**src/rtl/uart_tx_fifo.sv**
```systemverilog
// UART transmitter with a power-of-two character FIFO and configurable frame (data bits, parity, stop bits).
// Queued characters go out back-to-back: the next frame is loaded on the last clock of the previous stop bit.
module uart_tx_fifo #(
  parameter int CLK_RATE   = 100000000,
  parameter int BAUD_RATE  = 115200,
  parameter int DATA_BITS  = 8,
  parameter int PARITY     = 0,
  parameter int STOP_BITS  = 1,
  parameter int FIFO_DEPTH = 4
) (
  input  logic                              Clk,
  input  logic                              Reset,
  input  logic [DATA_BITS-1:0]              TxData,
  input  logic                              TxValid,
  output logic                              TxReady,
  output logic                              Tx,
  output logic                              TxBusy,
  output logic [$clog2(FIFO_DEPTH+1)-1:0]   FifoCount
);

  localparam int DIV = (CLK_RATE + BAUD_RATE / 2) / BAUD_RATE;
  localparam int CW  = $clog2(DIV);
  localparam int PW  = $clog2(FIFO_DEPTH);
  localparam int NW  = $clog2(FIFO_DEPTH + 1);
  localparam int IW  = $clog2(DATA_BITS);

  generate
    if (DATA_BITS < 5 || DATA_BITS > 9 || PARITY < 0 || PARITY > 2 ||
        (STOP_BITS != 1 && STOP_BITS != 2) || FIFO_DEPTH < 2 ||
        (FIFO_DEPTH & (FIFO_DEPTH - 1)) != 0 || DIV < 2) begin : g_param_check
      $error("uart_tx_fifo: illegal parameter set");
    end
  endgenerate

  typedef enum logic [2:0] {S_IDLE, S_START, S_DATA, S_PARITY, S_STOP} state_t;

  state_t               state, state_nxt;
  logic [CW-1:0]        cnt, cnt_nxt;
  logic [IW-1:0]        idx, idx_nxt;
  logic                 stop_idx, stop_nxt;
  logic [DATA_BITS-1:0] shreg, shreg_nxt;
  logic                 par, par_nxt;
  logic                 tx_q, tx_nxt;
  logic                 busy_q, busy_nxt;
  logic                 bit_end, load;

  logic [DATA_BITS-1:0] mem [FIFO_DEPTH];
  logic [PW-1:0]        wr_ptr, rd_ptr;
  logic [NW-1:0]        count;
  logic [DATA_BITS-1:0] rd_dat;
  logic                 push, pop;

  assign TxReady   = (count < NW'(FIFO_DEPTH));
  assign FifoCount = count;
  assign Tx        = tx_q;
  assign TxBusy    = busy_q;
  assign push      = TxValid && TxReady;
  assign rd_dat    = mem[rd_ptr];
  assign bit_end   = (cnt == CW'(DIV - 1));

  always_ff @(posedge Clk) begin
    if (push) begin
      mem[wr_ptr] <= TxData;
    end
  end

  always_ff @(posedge Clk or posedge Reset) begin
    if (Reset) begin
      wr_ptr <= '0;
      rd_ptr <= '0;
      count  <= '0;
    end else begin
      if (push) begin
        wr_ptr <= wr_ptr + PW'(1);
      end
      if (pop) begin
        rd_ptr <= rd_ptr + PW'(1);
      end
      case ({push, pop})
        2'b10:   count <= count + NW'(1);
        2'b01:   count <= count - NW'(1);
        default: count <= count;
      endcase
    end
  end

  always_comb begin
    state_nxt = state;
    cnt_nxt   = cnt + CW'(1);
    idx_nxt   = idx;
    stop_nxt  = stop_idx;
    shreg_nxt = shreg;
    par_nxt   = par;
    tx_nxt    = tx_q;
    pop       = 1'b0;
    load      = 1'b0;
    case (state)
      S_IDLE: begin
        tx_nxt  = 1'b1;
        cnt_nxt = '0;
        load    = (count != '0);
      end
      S_START: begin
        if (bit_end) begin
          cnt_nxt   = '0;
          idx_nxt   = '0;
          tx_nxt    = shreg[0];
          state_nxt = S_DATA;
        end
      end
      S_DATA: begin
        if (bit_end) begin
          cnt_nxt = '0;
          if (idx == IW'(DATA_BITS - 1)) begin
            if (PARITY != 0) begin
              tx_nxt    = par;
              state_nxt = S_PARITY;
            end else begin
              tx_nxt    = 1'b1;
              stop_nxt  = 1'b0;
              state_nxt = S_STOP;
            end
          end else begin
            // Shift so the next bit always sits at position 0.
            idx_nxt   = idx + IW'(1);
            tx_nxt    = shreg[1];
            shreg_nxt = shreg >> 1;
          end
        end
      end
      S_PARITY: begin
        if (bit_end) begin
          cnt_nxt   = '0;
          tx_nxt    = 1'b1;
          stop_nxt  = 1'b0;
          state_nxt = S_STOP;
        end
      end
      S_STOP: begin
        if (bit_end) begin
          cnt_nxt = '0;
          if (stop_idx == 1'(STOP_BITS - 1)) begin
            load      = (count != '0);
            tx_nxt    = 1'b1;
            state_nxt = S_IDLE;
          end else begin
            stop_nxt = 1'b1;
          end
        end
      end
      default: begin
        tx_nxt    = 1'b1;
        state_nxt = S_IDLE;
      end
    endcase
    // Parity is taken from the popped character, so later FIFO writes cannot disturb it.
    if (load) begin
      pop       = 1'b1;
      shreg_nxt = rd_dat;
      par_nxt   = (PARITY == 2) ? ^rd_dat : ~^rd_dat;
      tx_nxt    = 1'b0;
      cnt_nxt   = '0;
      state_nxt = S_START;
    end
    busy_nxt = (state_nxt != S_IDLE);
  end

  always_ff @(posedge Clk or posedge Reset) begin
    if (Reset) begin
      state    <= S_IDLE;
      cnt      <= '0;
      idx      <= '0;
      stop_idx <= 1'b0;
      shreg    <= '0;
      par      <= 1'b0;
      tx_q     <= 1'b1;
      busy_q   <= 1'b0;
    end else begin
      state    <= state_nxt;
      cnt      <= cnt_nxt;
      idx      <= idx_nxt;
      stop_idx <= stop_nxt;
      shreg    <= shreg_nxt;
      par      <= par_nxt;
      tx_q     <= tx_nxt;
      busy_q   <= busy_nxt;
    end
  end

endmodule
```
**config.mk**
```make
export PLATFORM = sky130hd
export DESIGN_NAME = uart_tx_fifo
export DESIGN_NICKNAME = d
export VERILOG_FILES = /design/src/rtl/uart_tx_fifo.sv
export SDC_FILE = /design/constraint.sdc
export NUM_CORES = 1
export LEC_CHECK = 0
export ABC_AREA = 1
export BUFFER_PORTS_ARGS = -buffer_cell sky130_fd_sc_hd__buf_2
export CAP_MARGIN = 20
export CELL_PAD_IN_SITES_DETAIL_PLACEMENT = 2
export CELL_PAD_IN_SITES_GLOBAL_PLACEMENT = 2
export CORE_UTILIZATION = 39
export CTS_BUF_LIST = sky130_fd_sc_hd__clkbuf_4 sky130_fd_sc_hd__clkbuf_8 sky130_fd_sc_hd__clkbuf_16
export DETAILED_ROUTE_END_ITERATION = 7
export PLACE_DENSITY_LB_ADDON = 0.1
export SLEW_MARGIN = 20
export SYNTH_ARGS = -nofsm -noshare
export SYNTH_HDL_FRONTEND = slang
export SYNTH_SLANG_ARGS = --single-unit
```
**constraint.sdc**
```tcl
create_clock -name Clk -period 2.9 [get_ports Clk]
set_input_delay 0.145 -clock Clk [delete_from_list [all_inputs] [get_ports Clk]]
set_output_delay 0.145 -clock Clk [all_outputs]
set_load 0.05 [all_outputs]
```
# ---- Word level (Yosys, flattened, before mapping)
# Memory sizes are Yosys's and may differ from the RTL's.
# Cells that the tools add are included.
# Widths: inputs -> output; s select.
dict set report word_totals {
  register_bits 34
  ram_bits 32
  mem_count 1
  out_inout_bits 6
  wordCells 92
}
# memory depth width rd rd_clocked_by_memory_dff wr line_no
set memory_table {}
lappend memory_table {mem 4 8 1 0 1 47} ;# logic [DATA_BITS-1:0] mem [FIFO_DEPTH];
dict set report classes {
  eq_ne 20
  magnitude_cmp 1
  n_addsub 6
  n_mux 40
  reduce_logical 14
}
# op count
set op_table {}
lappend op_table {{$mux 8} 4}
lappend op_table {{$mux 3} 10}
lappend op_table {{$mux 10} 2}
lappend op_table {{$pmux 10 s2} 1}
lappend op_table {{$mux 1} 17}
lappend op_table {{$ne 3x3->1 const B} 5}
lappend op_table {{$pmux 3 s5} 1}
lappend op_table {{$ne 2x2->1 const B} 7}
lappend op_table {{$pmux 3 s2} 2}
lappend op_table {{$add 10x1->10 const B} 1}
lappend op_table {{$eq 10x10->1 const B} 1}
lappend op_table {{$reduce_and 5->1} 2}
lappend op_table {{$reduce_bool 3->1} 3}
lappend op_table {{$reduce_bool 2->1} 4}
lappend op_table {{$add 3x1->3 const B} 2}
lappend op_table {{$eq 3x2->1 const B} 2}
lappend op_table {{$eq 3x3->1 const B} 2}
lappend op_table {{$add 2x1->2 const B} 2}
lappend op_table {{$pmux 1 s4} 1}
lappend op_table {{$reduce_and 4->1} 1}
lappend op_table {{$reduce_or 4->1} 1}
lappend op_table {{$eq 3x1->1 const B} 1}
lappend op_table {{$logic_not 3->1} 1}
lappend op_table {{$lt 3x3->1 const B} 1}
lappend op_table {{7 further kinds} 7}

# ---- Logic depth before layout (Yosys ltp)
dict set report depth {
  ltp_word 7
  mapped_depth 13
  mapped_depth_nobuf 13
}

# ---- Worst setup path before layout
# No wires, ideal clock.
dict set report synth_timing {
  path_type {register to register}
  startpoint {reg count[2], in the netlist FifoCount[2]}
  endpoint {reg count[2], in the netlist FifoCount[2]}
  arrival_ns 2.479
  path_stages_with_launch 11
  n_path_buf 0
  slack_ns 0.274
  period_less_slack_ns 2.626
  required_time_ns 2.754
  cell_sequence {dfrtp_1 > inv_1 > a31oi_4 > nand2_4 > inv_1 > ha_1 > inv_1 > fa_1 > a21oi_1 > o21ai_0 > xor2_1}
}
# item line_no
set synth_lines {}
lappend synth_lines {{start: declaration} 49} ;# logic [NW-1:0] count;
lappend synth_lines {{start signal: assignment} 80} ;# 2'b10: count <= count + NW'(1);
lappend synth_lines {{start signal: assignment} 81} ;# 2'b01: count <= count - NW'(1);
lappend synth_lines {{start signal: assignment} 82} ;# default: count <= count;
lappend synth_lines {{$lt 3x3->1 *} 53} ;# assign TxReady = (count < NW'(FIFO_DEPTH));
lappend synth_lines {{named net TxReady} 15} ;# output logic TxReady,
lappend synth_lines {{$logic_and 1x1->1 *} 57} ;# assign push = TxValid && TxReady;
lappend synth_lines {{$eq 2x1->1 or $eq 2x2->1 (tied branches)} 79} ;# case ({push, pop})
lappend synth_lines {{$pmux 3 s2 or $reduce_bool 2->1 (tied branches)} --}
# The timed path passes the listed nets; every way through them passes the cells marked *.
# A chain may end at the register's enable or synchronous reset.

# ---- Final worst setup path
dict set report layout_timing {
  startpoint {reg cnt[0]}
  endpoint {reg count[2], in the netlist FifoCount[2]}
}
dict set report layout_between {
  elab_chain_cells 6
}
# item line_no
set layout_lines {}
lappend layout_lines {{start: declaration} 38} ;# logic [CW-1:0] cnt, cnt_nxt;
lappend layout_lines {{start signal: assignment} 180} ;# cnt <= cnt_nxt;
lappend layout_lines {{$eq 10x10->1 *} 59} ;# assign bit_end = (cnt == CW'(DIV - 1));
lappend layout_lines {{$mux 1 *} 140} ;# if (bit_end) begin
lappend layout_lines {{$pmux 1 s2 *} 97} ;# case (state)
lappend layout_lines {{$mux 1 *} 157} ;# if (load) begin
lappend layout_lines {{$eq 2x1->1 or $eq 2x2->1 (tied branches)} 79}
lappend layout_lines {{$pmux 3 s2 or $reduce_bool 2->1 (tied branches)} --}
# Mark *: on every way between the ends. The rest lies on a longest branch, timed or not.

==> results.cfg <==
[final_layout]
nNetsFinal = 374
drive_gt1_frac = 0.150
finalInstanceArea_um2 = 3500
diodes = 0
area_delta_synth_final_pct = 11.9

[place]
hpwl_um = 5060
place_area_um2 = 3320
io_buffers = 16
gp_congestion = 0.736

[critical_path]
critical_path_class = flip-flop to flip-flop
cp_cell_sequence = ha_1 > nand2_2 > nor2_4 > nand3_4 > nand2_4 > nand2_4 > inv_1 > ha_1 > inv_1 > fa_1 > a21oi_1 > o21ai_0 > xor2_1
critPathBufInv = 2
cp_data_required_time_ns = 3.11
worstSetupStartpointType = flip-flop
crit_arrival_ns = 2.78
cpMaxStageDelayCell = fa_1
cp_max_fo = 13
critical_path.top_delay_family = adder cells
worstSetupEndpointType = flip-flop
rrSetupSlack_ns = 0.34
crit_path_max_incr_delay_ns = 0.39

[floorplanning]
fp.dieH_um = 91.6
core_area_um2 = 7730
start_util = 0.405
dieArea_um2 = 8390
row_count = 32
dieWidth_um = 91.6
io_pins = 17

[clocking]
clockRootBuffer = clkbuf_8
ctsLongestPathBuffers = 2
cts_tree = built
numCtsBuffers = 9
clock_latency_ns = 0.34
clkTransAtPathRegs_ns = 0.07
post_cts_buffers = 0
cts_resized = 0
cts.sinks = 65
htreeDepth = 3

[routing]
drt_iter0_drc = 85
ant_nets = 0
wl_um = 7130
routedWlPerCell_um = 15.5
firstDrtPassIters = 4
viasPerCell = 4.93
num_vias = 2271
drc = 0

[run]
drv_cap = 0

[timing]
drv_slew = 0
hold_violations = 0
setup_viol = 0
fin_crit_sh = 0.884
tns_ns = 0
finClkSkew_ns = 0.0101
max_slew_margin = 0.469
max_freq_mhz = 390
whs_ns = 0.0155
min_period_ns = 2.56
worst_pin_slew_ns = 0.793
rsz0062_at_grt = false

[global_routing]
grtUsageTotal = 0.193
overflow = 0
grt_max_degree = 34
grt_pass1_wl_um = 12200
antenna_found_initial = 0
grt_pass1_vias = 2463

[yosys]
syn_area_um2 = 3130
synth_ff_type = edfxtp_1
async_flop_share = 0.508
yosys_warnings = 0
ys_top_cells_by_area = edfxtp_1 31%, dfrtp_1 26%, nand2_1 7.4%, nor2_1 6.2%, inv_1 5.2%
ys_seq_area_frac = 0.571
synth_nets = 349
synth_edf_count = 32
yosys.area.top_type = edfxtp_1
syn_area_per_cell_um2 = 9.51
syn_inst = 329
ys_ff_latch = 65
synth_cell_types = 35
synth_top_area_frac = 0.307

[power]
ir_worst_vdd_v = 0.000333
power_density_nw_per_um2 = 624
p_leak_nw = 1.58

[run_status]
outcome = completed

[hold_path]
hold_class = primary input to flip-flop
-- through the flow --
step           cells  power [W]  setup WS, ns  utilization
5_1_grt          461    0.00229         0.117        0.453
6_report         461    0.00218         0.336        0.453
4_1_cts          461    0.00222         0.330        0.453
3_5_place_dp     444    0.00155         0.345        0.430
2_1_floorplan    329    0.00140         0.274            -
3_3_place_gp     444    0.00152         0.532        0.430
-- sequential cells by signal, indices dropped and copies added (netlist names) --
register	count
shreg	8
rd_ptr	2
state	3
TxBusy	1
mem	32
wr_ptr	2
cnt	10
FifoCount	3
Tx	1
idx	3
-- cells in the mapped netlist, types with 2 or more instances --
library cell / instances
edfxtp_1: 32
nor3_1: 3
clkbuf_2: 2
nand2_4: 2
a21oi_1: 3
dfrtp_1: 32
nor2_4: 2
nand3_1: 19
nand2_1: 62
o21ai_0: 18
o21ai_1: 5
nor2_2: 3
ha_1: 8
buf_2: 3
nor2_1: 52
clkinv_1: 2
nand4_1: 9
nand2_2: 2
inv_2: 2
buf_6: 2
inv_1: 43
buf_4: 2
xor2_1: 9
-- layout by cell type (no fill, tap or decap), types with 2 or more instances in the layout --
cell type   instances
a21oi_1             3
clkinv_4            2
clkbuf_8            9
ha_1                8
dfrtp_1            32
clkinvlp_4          2
xor2_1              9
inv_2               2
nor2_1             52
nand3_1            19
buf_4               6
nand2_1            62
buf_2              16
nand2_2             2
nand2_4             2
inv_1              43
nor3_1              3
nor2_4              2
o21ai_0            18
clkinv_1            2
nand4_1             9
clkinv_2            3
o21ai_1             5
nor2_2              3
edfxtp_1           32
-- layer usage --
layer / wire length (µm) / up-vias / share of wire / track usage
li1: - / 1105 / - / -
met1: 3060 / 1134 / 0.43 / 0.218
met2: 3800 / 22 / 0.53 / 0.354
met3: 133 / 10 / 0.019 / 0.0327
met4: 133 / 0 / 0.019 / 0.0833
met5: 0 / - / 0 / 0
-- final timing paths --
path,from,cells after the start,to
worst max register to register,cnt[0]$_DFF_PP0_,13,FifoCount[2]$_DFFE_PP0P_
max in group asynchronous,Reset,4,Tx$_DFFE_PP1P_
min in group asynchronous,Reset,4,shreg[5]$_DFFE_PP0P_
worst min register to register,cnt[0]$_DFF_PP0_,1,cnt[0]$_DFF_PP0_
worst max-delay path,cnt[0]$_DFF_PP0_,13,FifoCount[2]$_DFFE_PP0P_
worst min-delay path,TxData[2],1,mem[0][2]$_DFFE_PP_
-- what timing repair did --
action,CTS,global route
hold endpoints to repair,32,0
hold buffers,1,0
setup endpoints to repair,0,0
-- cell families after synthesis --
| group | Yosys count | share of synthesized area |
|---|---|---|
| DFF | 65 | 0.571 |
| xor gates and xnor gates | 10 | 0.0280 |
| adders and majority gates | 9 | 0.0384 |
| and+or+nand+nor | 158 | 0.228 |
| buffers and inverters | 56 | 0.0764 |
| AOI/OAI and AO/OA | 31 | 0.0584 |
-- where the power goes --
group	leakage, nW	switching [W]	internal [W]
registers	0.693	0.0000420	0.00107
logic	0.805	0.000296	0.000104
clock network	0.0850	0.000361	0.000308
total	1.58	0.000699	0.00148
-- area by class of cell --
cell class | count | area [µm²]
clock buffers | 9 | 124
clock inverters | 7 | 47.5
fillers | 836 | 4230
inverters | 47 | 176
multi-input cells | 208 | 1100
flip-flops and latches | 65 | 1790
well taps | 102 | 128
repair buffers | 23 | 135
Note: power is estimated with default switching activity, not from simulation.
